File: src/rtl/cdc_pulse_req_pkg.sv
// Shared types for the multi-channel pulse-to-handshake launcher.
// One-hot channel state encoding and the pending-counter ceiling helper.
package cdc_pulse_req_pkg;

  typedef enum logic [2:0] {
    ST_IDLE    = 3'b001,
    ST_REQ     = 3'b010,
    ST_RELEASE = 3'b100
  } chanState_e;

  localparam int DEF_CW = 4;

  function automatic int maxCount(input int cw);
    return (1 << cw) - 1;
  endfunction

endpackage

File: src/rtl/cdc_pulse_req_chan.sv
// One channel: ack synchroniser, handshake FSM, saturating event queue, sticky errors.
// Optional ack watchdog is built when CDC_PULSE_REQ_TIMEOUT_EN is defined.
module cdc_pulse_req_chan
  import cdc_pulse_req_pkg::*;
#(
  parameter int CW          = DEF_CW,
  parameter int SYNC_STAGES = 2,
  parameter int TIMEOUT     = 1024
) (
  input  logic          clk,
  input  logic          aresetn,
  input  logic          pulse_in,
  input  logic          ack_in,
  input  logic          err_clr,
  output logic          req_out,
  output logic          busy,
  output logic [CW-1:0] pending,
  output logic          overflow,
  output logic          timeout
);

  localparam logic [CW-1:0] MAX_CNT = CW'(maxCount(CW));

  logic [SYNC_STAGES-1:0] r_ackSync;
  chanState_e             r_state;
  chanState_e             w_nextState;
  logic [CW-1:0]          r_count;
  logic                   r_overflow;
  logic                   w_ackS;
  logic                   w_haveWork;
  logic                   w_dispatch;
  logic                   w_ovfSet;

  assign w_ackS     = r_ackSync[SYNC_STAGES-1];
  assign w_haveWork = (r_count != '0) || pulse_in;

  always_ff @(posedge clk or negedge aresetn) begin
    if (!aresetn) r_ackSync <= '0;
    else          r_ackSync <= {r_ackSync[SYNC_STAGES-2:0], ack_in};
  end

  always_ff @(posedge clk or negedge aresetn) begin
    if (!aresetn) r_state <= ST_IDLE;
    else          r_state <= w_nextState;
  end

  always_comb begin
    w_nextState = r_state;
    case (r_state)
      ST_IDLE:    if (w_haveWork) w_nextState = ST_REQ;
      ST_REQ:     if (w_ackS) w_nextState = ST_RELEASE;
      ST_RELEASE: if (!w_ackS) w_nextState = w_haveWork ? ST_REQ : ST_IDLE;
      default:    w_nextState = ST_IDLE;
    endcase
  end

  // An event is consumed on every entry into REQ; a pulse that feeds it directly never lands in the queue.
  assign w_dispatch = (r_state != ST_REQ) && (w_nextState == ST_REQ);
  assign w_ovfSet   = pulse_in && !w_dispatch && (r_count == MAX_CNT);

  always_ff @(posedge clk or negedge aresetn) begin
    if (!aresetn) begin
      r_count <= '0;
    end else if (w_dispatch) begin
      if ((r_count != '0) && !pulse_in) r_count <= r_count - 1'b1;
    end else if (pulse_in && (r_count != MAX_CNT)) begin
      r_count <= r_count + 1'b1;
    end
  end

  always_ff @(posedge clk or negedge aresetn) begin
    if (!aresetn) r_overflow <= 1'b0;
    else          r_overflow <= w_ovfSet | (r_overflow & ~err_clr);
  end

  assign req_out  = (r_state == ST_REQ);
  assign busy     = (r_state != ST_IDLE) || (r_count != '0);
  assign pending  = r_count;
  assign overflow = r_overflow;

`ifdef CDC_PULSE_REQ_TIMEOUT_EN
  localparam int            TW       = $clog2(TIMEOUT + 1);
  localparam logic [TW-1:0] TO_LIMIT = TW'(TIMEOUT);

  logic [TW-1:0] r_wdCnt;
  logic          r_timeout;
  logic          w_wdActive;
  logic          w_stateChg;
  logic          w_toSet;

  assign w_wdActive = (r_state != ST_IDLE);
  assign w_stateChg = (r_state != w_nextState);
  // Flag on the edge that would bring the count to TIMEOUT, so it is visible TIMEOUT cycles after entry.
  assign w_toSet    = w_wdActive && !w_stateChg && (r_wdCnt == TO_LIMIT - 1'b1);

  always_ff @(posedge clk or negedge aresetn) begin
    if (!aresetn)                     r_wdCnt <= '0;
    else if (!w_wdActive || w_stateChg) r_wdCnt <= '0;
    else if (r_wdCnt != TO_LIMIT)       r_wdCnt <= r_wdCnt + 1'b1;
  end

  always_ff @(posedge clk or negedge aresetn) begin
    if (!aresetn) r_timeout <= 1'b0;
    else          r_timeout <= w_toSet | (r_timeout & ~err_clr);
  end

  assign timeout = r_timeout;
`else
  assign timeout = 1'b0;
`endif

endmodule

File: src/rtl/cdc_pulse_req.sv
// N independent pulse-to-four-phase-handshake launchers sharing clock, reset and err_clr.
// Build with CDC_PULSE_REQ_TIMEOUT_EN defined to enable the per-channel ack watchdog.
module cdc_pulse_req
  import cdc_pulse_req_pkg::*;
#(
  parameter int N           = 4,
  parameter int CW          = DEF_CW,
  parameter int SYNC_STAGES = 2,
  parameter int TIMEOUT     = 1024
) (
  input  logic            clk,
  input  logic            aresetn,
  input  logic [N-1:0]    pulse_in,
  output logic [N-1:0]    req_out,
  input  logic [N-1:0]    ack_in,
  output logic [N-1:0]    busy,
  output logic [N*CW-1:0] pending,
  output logic [N-1:0]    overflow,
  output logic [N-1:0]    timeout,
  input  logic            err_clr
);

  for (genvar gi = 0; gi < N; gi++) begin : gChan
    cdc_pulse_req_chan #(
      .CW          (CW),
      .SYNC_STAGES (SYNC_STAGES),
      .TIMEOUT     (TIMEOUT)
    ) uChan (
      .clk      (clk),
      .aresetn  (aresetn),
      .pulse_in (pulse_in[gi]),
      .ack_in   (ack_in[gi]),
      .err_clr  (err_clr),
      .req_out  (req_out[gi]),
      .busy     (busy[gi]),
      .pending  (pending[gi*CW +: CW]),
      .overflow (overflow[gi]),
      .timeout  (timeout[gi])
    );
  end

endmodule

File: config.mk
export PLATFORM = sky130hd
export DESIGN_NAME = cdc_pulse_req
export DESIGN_NICKNAME = d
export VERILOG_FILES = /design/src/rtl/cdc_pulse_req_pkg.sv /design/src/rtl/cdc_pulse_req_chan.sv /design/src/rtl/cdc_pulse_req.sv
export SDC_FILE = /design/constraint.sdc
export NUM_CORES = 1
export LEC_CHECK = 0
export ABC_AREA = 1
export CAP_MARGIN = 10
export CORE_ASPECT_RATIO = 1.1
export CORE_MARGIN = 10
export CORE_UTILIZATION = 57
export CTS_CLUSTER_SIZE = 40
export DETAILED_ROUTE_END_ITERATION = 10
export PLACE_DENSITY_LB_ADDON = 0.2
export SYNTH_ARGS = -nofsm -noshare
export SYNTH_HDL_FRONTEND = slang
export SYNTH_SLANG_ARGS = --single-unit
File: constraint.sdc
create_clock -name clk -period 5.3 [get_ports clk]
set_input_delay 1.06 -clock clk [delete_from_list [all_inputs] [get_ports clk]]
set_output_delay 1.06 -clock clk [all_outputs]
set_load 0.01 [all_outputs]
==> metrics.yaml <==
run_status:
  outcome: "finished clean"
finish:
  fill_cells: 340
  nets: 336
  drive_above_1_share: 0.137
  area_growth_pct: 19.0
  layout_common_cells: "inv_1 (56), nand2_1 (38), clkdlybuf4s50_1 (37)"
  final_common_cell: "inv_1"
  fin_area_um2: 2860
  antennaDiodeCount: 0
detailed_routing:
  ant_nets: 0
  drc: 0
  drt_iter0_drc: 81
  drt-wirelength-per-cell_um: 11.7
  vias_per_cell: 4.95
  route.vias.total: 1812
  dr.pass1.iters: 4
  route.final.wire_length_um: 4300
worst_setup_path:
  reg2reg_depth: 13
  start_kind: "input pin"
  cp_max_fo: 6
  arrival_ns: 2.94
  regToRegStartpoint: "gChan[0].uChan.pending[1]$_DFFE_PN0P_"
  rrSetupSlack_ns: 3.26
  reg2reg_to: "gChan[0].uChan.pending[3]$_DFFE_PN0P_"
  worstSetupPathType: "input pin to flip-flop"
  required_ns: 5.48
  cp-end-kind: "flip-flop"
placement:
  port_buffers: 38
  post-dp-hpwl_um: 3500
  dpl_cell_area_um2: 2740
  gp_routability_congestion: 0.796
synthesis:
  yosysWarnings: 0
  yosysSeqAreaShare: 0.418
  synthCells: 281
  synthDominantCellAreaShare: 0.374
  syn-cell-area_um2: 2410
  synth_top_area_cell: "dfrtp_1"
  synth_cell_type_count: 26
  ys_top_cells_by_area: "dfrtp_1 (37%), inv_1 (8.7%), nand3_1 (6.2%), nand2_1 (5.9%), buf_4 (5.0%)"
  synth_seq_cells: 40
  syn_avg_cell_area_um2: 8.56
worst_hold_path:
  hold_path_depth: 0
  hp-class: "flip-flop to flip-flop"
  min-delay-start: "gChan[3].uChan.r_ackSync[0]$_DFF_PN0_"
  hold_path_end: "gChan[3].uChan.r_ackSync[1]$_DFF_PN0_"
pwr:
  leakage_uw: 0.00141
  p_per_area_nw_per_um2: 682
  ir_drop_uv: 387
clocking:
  ctsResizeCount: 0
  post_cts_buffers: 0
  cts_tree: "built"
  root_buffer: "clkbuf_8"
  clk_pin_slew_worst_paths_ns: 0.08
  clkLatencyLatePin_ns: 0.28
  h-tree-depth: 2
  numCtsBuffers: 5
  cts_buffer_depth: 2
  cts.sinks: 40
  cts_hold_buf: 0
global_routing:
  grtUsageMet3: 0.0502
  grt_busiest_layer: "met2"
  grt_usage: 0.133
  grt_start_max_net_pins: 41
  grt_pass1_vias: 1874
  grt.overflow.total: 0
  use_met2: 0.233
  antenna_found_initial: 0
  grtUsageMet1: 0.144
  grt_pass1_wl_um: 7790
timing:
  setup_tns_ns: 0
  relSlewSlack: 0.433
  tightest_slew_ns: 0.850
  grt_setup_unrepaired: "no"
  fin_crit_sh: 0.521
  period_needed_ns: 2.76
  max_freq_mhz: 362
  drv_slew: 0
  finalHoldViolations: 0
  finalSetupViolations: 0
  finalClockSkew_ns: 0.00764
floorplanning:
  start_util: 0.598
  dieHeight_um: 88.1
  io-pin-count: 43
  die_area_um2: 7220
  rows: 24
  die_w_um: 81.9
  core_region_area_um2: 4020
job:
  maxCapViolations: 0
-- critical path: stages --
cell and delay (ns):
clkdlybuf4s50_1 0.43, inv_1 0.14, nand4_4 0.15, nand2_4 0.14, inv_1 0.07, ha_1 0.31, a21oi_1 0.15, nand2_1 0.09
nand3_1 0.10, nand2_1 0.08, inv_1 0.07, nand2_1 0.05, nand2_1 0.05, nand2_1 0.05
-- area by class of cell --
| cell class | instances | area (um2) | area share |
|---|---|---|---|
| multi-input cells | 169 | 1070 | 0.374 |
| well taps | 52 | 65.1 | 0.0227 |
| clock inverters | 1 | 30.0 | 0.0105 |
| repair buffers | 38 | 375 | 0.131 |
| clock buffers | 7 | 96.3 | 0.0336 |
| inverters | 59 | 221 | 0.0773 |
| flip-flops and latches | 40 | 1010 | 0.351 |
-- worst max path at each step --
| stage | start | endpoint | slack, ns | depth (start not counted) |
|---|---|---|---|---|
| 2_1_floorplan | pulse_in[2] | gChan[2].uChan.pending[3]$_DFFE_PN0P_ | 2.83 | 13 |
| 3_3_place_gp | pulse_in[2] | gChan[2].uChan.pending[3]$_DFFE_PN0P_ | 2.32 | 14 |
| 3_5_place_dp | pulse_in[3] | gChan[3].uChan.pending[3]$_DFFE_PN0P_ | 2.27 | 14 |
| 4_1_cts | gChan[0].uChan.r_state[2]$_DFF_PN0_ | req_out[0] | 2.55 | 2 |
| 5_1_grt | pulse_in[2] | gChan[2].uChan.pending[3]$_DFFE_PN0P_ | 2.37 | 14 |
| 6_report | pulse_in[0] | gChan[0].uChan.pending[3]$_DFFE_PN0P_ | 2.54 | 14 |
-- metrics by stage --
| step | hold slack [ns] | instances | setup slack (ns) | util | total power, uW |
|---|---|---|---|---|---|
| after global placement | 0.333 | 358 | 2.32 | 0.680 | 1680 |
| after global routing | 0.362 | 366 | 2.37 | 0.712 | 2190 |
| after floorplan | 0.331 | 284 | 2.83 | - | 1390 |
| after detailed placement | 0.337 | 358 | 2.27 | 0.680 | 1710 |
| after CTS | 0.354 | 366 | 2.55 | 0.712 | 1980 |
| final | 0.351 | 366 | 2.54 | 0.712 | 1950 |
-- cells in the mapped netlist (all sizes together) --
master / n
buf: 16
dfstp: 4
nor2: 17
xor2: 4
fa: 4
nand3: 31
ha: 8
nor3: 8
conb: 1
xnor2: 4
inv: 59
dfrtp: 36
a21oi: 12
nand2: 54
o21ai: 15
nand4: 8
-- state kept, by name, summed over array words and instances, names as in the netlist --
register,count
gChan.uChan.pending,16
gChan.uChan.r_ackSync,8
gChan.uChan.r_state,12
gChan.uChan.overflow,4
-- where the power goes --
group | internal [uW] | leakage, uW | switching, uW | total (uW)
registers | 435 | 0.000483 | 118 | 553
clock network | 166 | 0.0000645 | 97.0 | 263
logic | 493 | 0.000867 | 645 | 1140
-- logic make-up (layout without fill, tap and decap cells) --
logic type	Yosys count	after routing	share of synthesized area
AND/OR/NAND/NOR	118	118	0.278
buffers and inverters	75	105	0.142
flip-flops	40	40	0.418
AO/OA/AOI/OAI	27	27	0.0562
adder cells (fa/ha/maj)	12	12	0.0749
XOR/XNOR	8	8	0.0291
other	1	4	0.00156
-- layer usage --
metal,vias up,share of wire
li1,929,-
met1,842,0.42
met2,39,0.50
met5,-,0
met3,2,0.074
met4,0,0.0049
Note: power is estimated with default switching activity, not from simulation.
==> RTL change (same flow settings) <==
Re-encode `chanState_e` (3 states) as binary, 2 bits wide. Comments in the files are not updated.
--- a/src/rtl/cdc_pulse_req_pkg.sv
+++ b/src/rtl/cdc_pulse_req_pkg.sv
@@ -2,10 +2,10 @@
 // One-hot channel state encoding and the pending-counter ceiling helper.
 package cdc_pulse_req_pkg;
 
-  typedef enum logic [2:0] {
-    ST_IDLE    = 3'b001,
-    ST_REQ     = 3'b010,
-    ST_RELEASE = 3'b100
+  typedef enum logic [1:0] {
+    ST_IDLE    = 2'd0,
+    ST_REQ     = 2'd1,
+    ST_RELEASE = 2'd2
   } chanState_e;
 
   localparam int DEF_CW = 4;
Formal check against the unedited RTL: no difference found for any inputs over 10 cycles, from zero or initial values and one cycle with aresetn low; not proved beyond that.
==> RTL change against the original RTL <==
Utilization fell by 0.65 points; design area fell by 10%; sequential cell count fell by 4; global-route usage fell by 0.25 points; routed wire length fell by 1.2%; final cell count fell by 9.3%; sequential share of layout area fell by 0.17 points; setup slack got worse by 0.13 ns; area after synthesis fell by 10%; critical path depth fell by 10; total power fell by 14%; largest power group unchanged.
==> RTL change: results (changes against the original RTL) <==
| Metric | Value |
|---|---|
| Status | `completed` |
| Kind of start point of the critical path | `flip-flop` |
| Initial DRC count | `154 (+90%)` |
| Row Count | `23 (-4.2%)` |
| Post-synth cell types | `34 (+31%)` |
| Largest stage delay on the critical path | `0.50 ns (+0.07 ns)` |
| FF-to-FF End | `gChan[1].uChan.pending[3]` |
| Antenna Cells | `0 (unchanged)` |
| Vias per inst | `5.05 (+1.9%)` |
| Rel. slew slack | `47.5% (+4.1 points)` |
| Placed wire-length estimate | `3.24 mm (-7.6%)` |
| All-Layer GR Usage | `13.1% (-0.25 points)` |
| Gpl congestion | `0.816 (+2.5%)` |
| Crit path max-delay family | `simple AND/OR/NAND/NOR gates` |
| Post-DP Area | `0.00248 mm^2 (-9.2%)` |
| Nets | `304 (-9.5%)` |
| Top cells by area, synth | `dfrtp_1 42%, inv_1 7.1%, nand2_1 5.7%` |
| Global-route wire length before repair | `7.16 mm (-8.2%)` |
| Register area share after synthesis | `41.8% (about the same)` |
| WL final | `4.25 mm (-1.2%)` |
| Pleak | `0.00127 uW (-10%)` |
| Clk_skew | `0.00763 ns (-0.00000707 ns)` |
| WHS | `0.352 ns (+0.000844 ns)` |
| Synth cell count leaders | `41 x inv_1, 36 x dfrtp_1, 33 x nand2_1` |
| Filler Cells Inserted | `305 (-10%)` |
| Reg2Reg Launch Point | `gChan[1].uChan.pending[1]` |
| Max VDD drop | `370 uV (-4.3%)` |
| CP Launch Point | `gChan[0].uChan.pending[0]` |
| Share of layout cells above drive strength 1 | `12.4% (-1.3 points)` |
| Critical Path AT | `1.82 ns (-1.12 ns)` |
| Vias in the first global route | `1,604 (-14%)` |
-- RTL change: cell types whose count changed after synthesis, moves of 6 or more --
cell,unedited run,this run
inv_1,56,41
nand3_1,30,19
nor2_1,12,19
nand2_4,8,2
nand4_1,4,10
o21ai_0,11,5
-- RTL change: worst min-delay path by stage --
stage,start,endpoint,cells after the start
2_1_floorplan,gChan[0].uChan.r_ackSync[0],gChan[0].uChan.r_ackSync[1],0
3_3_place_gp,gChan[2].uChan.r_ackSync[0],gChan[2].uChan.r_ackSync[1],0
3_5_place_dp,gChan[2].uChan.r_ackSync[0],gChan[2].uChan.r_ackSync[1],0
4_1_cts,gChan[2].uChan.r_ackSync[0],gChan[2].uChan.r_ackSync[1],0
5_1_grt,gChan[0].uChan.r_ackSync[0],gChan[0].uChan.r_ackSync[1],0
6_report,gChan[2].uChan.r_ackSync[0],gChan[2].uChan.r_ackSync[1],0
-- RTL change: worst reg2reg max path, stage by stage (launching register included) --
cell	delay [ns]
dfrtp_1	0.45
nor2_1	0.18
nand4_2	0.13
nand2_2	0.13
inv_1	0.09
ha_1	0.27
nand2_1	0.06
inv_1	0.03
o21ai_0	0.21
nand2_1	0.09
nand2_1	0.10
nand3_1	0.08
nand2_1	0.07
nand2_1	0.04
-- RTL change: final cells by class --
type	count	area (um^2)	share of cell area [%]
Timing Repair Buffer	38	375	14.6
Tap cell	50	62.6	2.43
Multi-Input combinational cell	153	970	37.6
Sequential cell	36	901	35.0
Clock inverter	2	10.0	0.388
Clock buffer	6	82.6	3.20
Inverter	47	176	6.84
-- RTL change: metrics by stage --
| stage | cells | setup WS, ns | util [%] | power (uW) |
|---|---|---|---|---|
| after floorplan | 252 | 2.90 | - | 1190 |
| after CTS | 332 | 2.39 | 70.5 | 1700 |
| after global placement | 324 | 2.32 | 68.0 | 1460 |
| after global routing | 332 | 2.30 | 70.5 | 1860 |
| final | 332 | 2.42 | 70.5 | 1690 |
| after detailed placement | 324 | 2.25 | 68.0 | 1490 |
-- RTL change: logic make-up (layout without fill, tap and decap cells) --
group,count (synthesis),after routing,share of synthesized area (%)
compound gates,22,22,6.04
flops,36,36,41.8
fa+ha+maj,12,12,8.36
other cells,1,4,0.174
buf+inv,63,93,13.8
simple gates,107,107,26.6
xor+xnor,8,8,3.25
-- RTL change: layer usage --
layer	part of all wire, %	track usage [%]
met1	45	15.7
met3	7.0	5.54
met4	0.33	2.94
met2	48	21.2
met5	0	0
-- RTL change: power breakdown --
group / switching (uW) / total (uW) / internal [uW]
Sequential: 126 / 505 / 379
Combinational: 535 / 980 / 445
Clock: 96.9 / 201 / 104
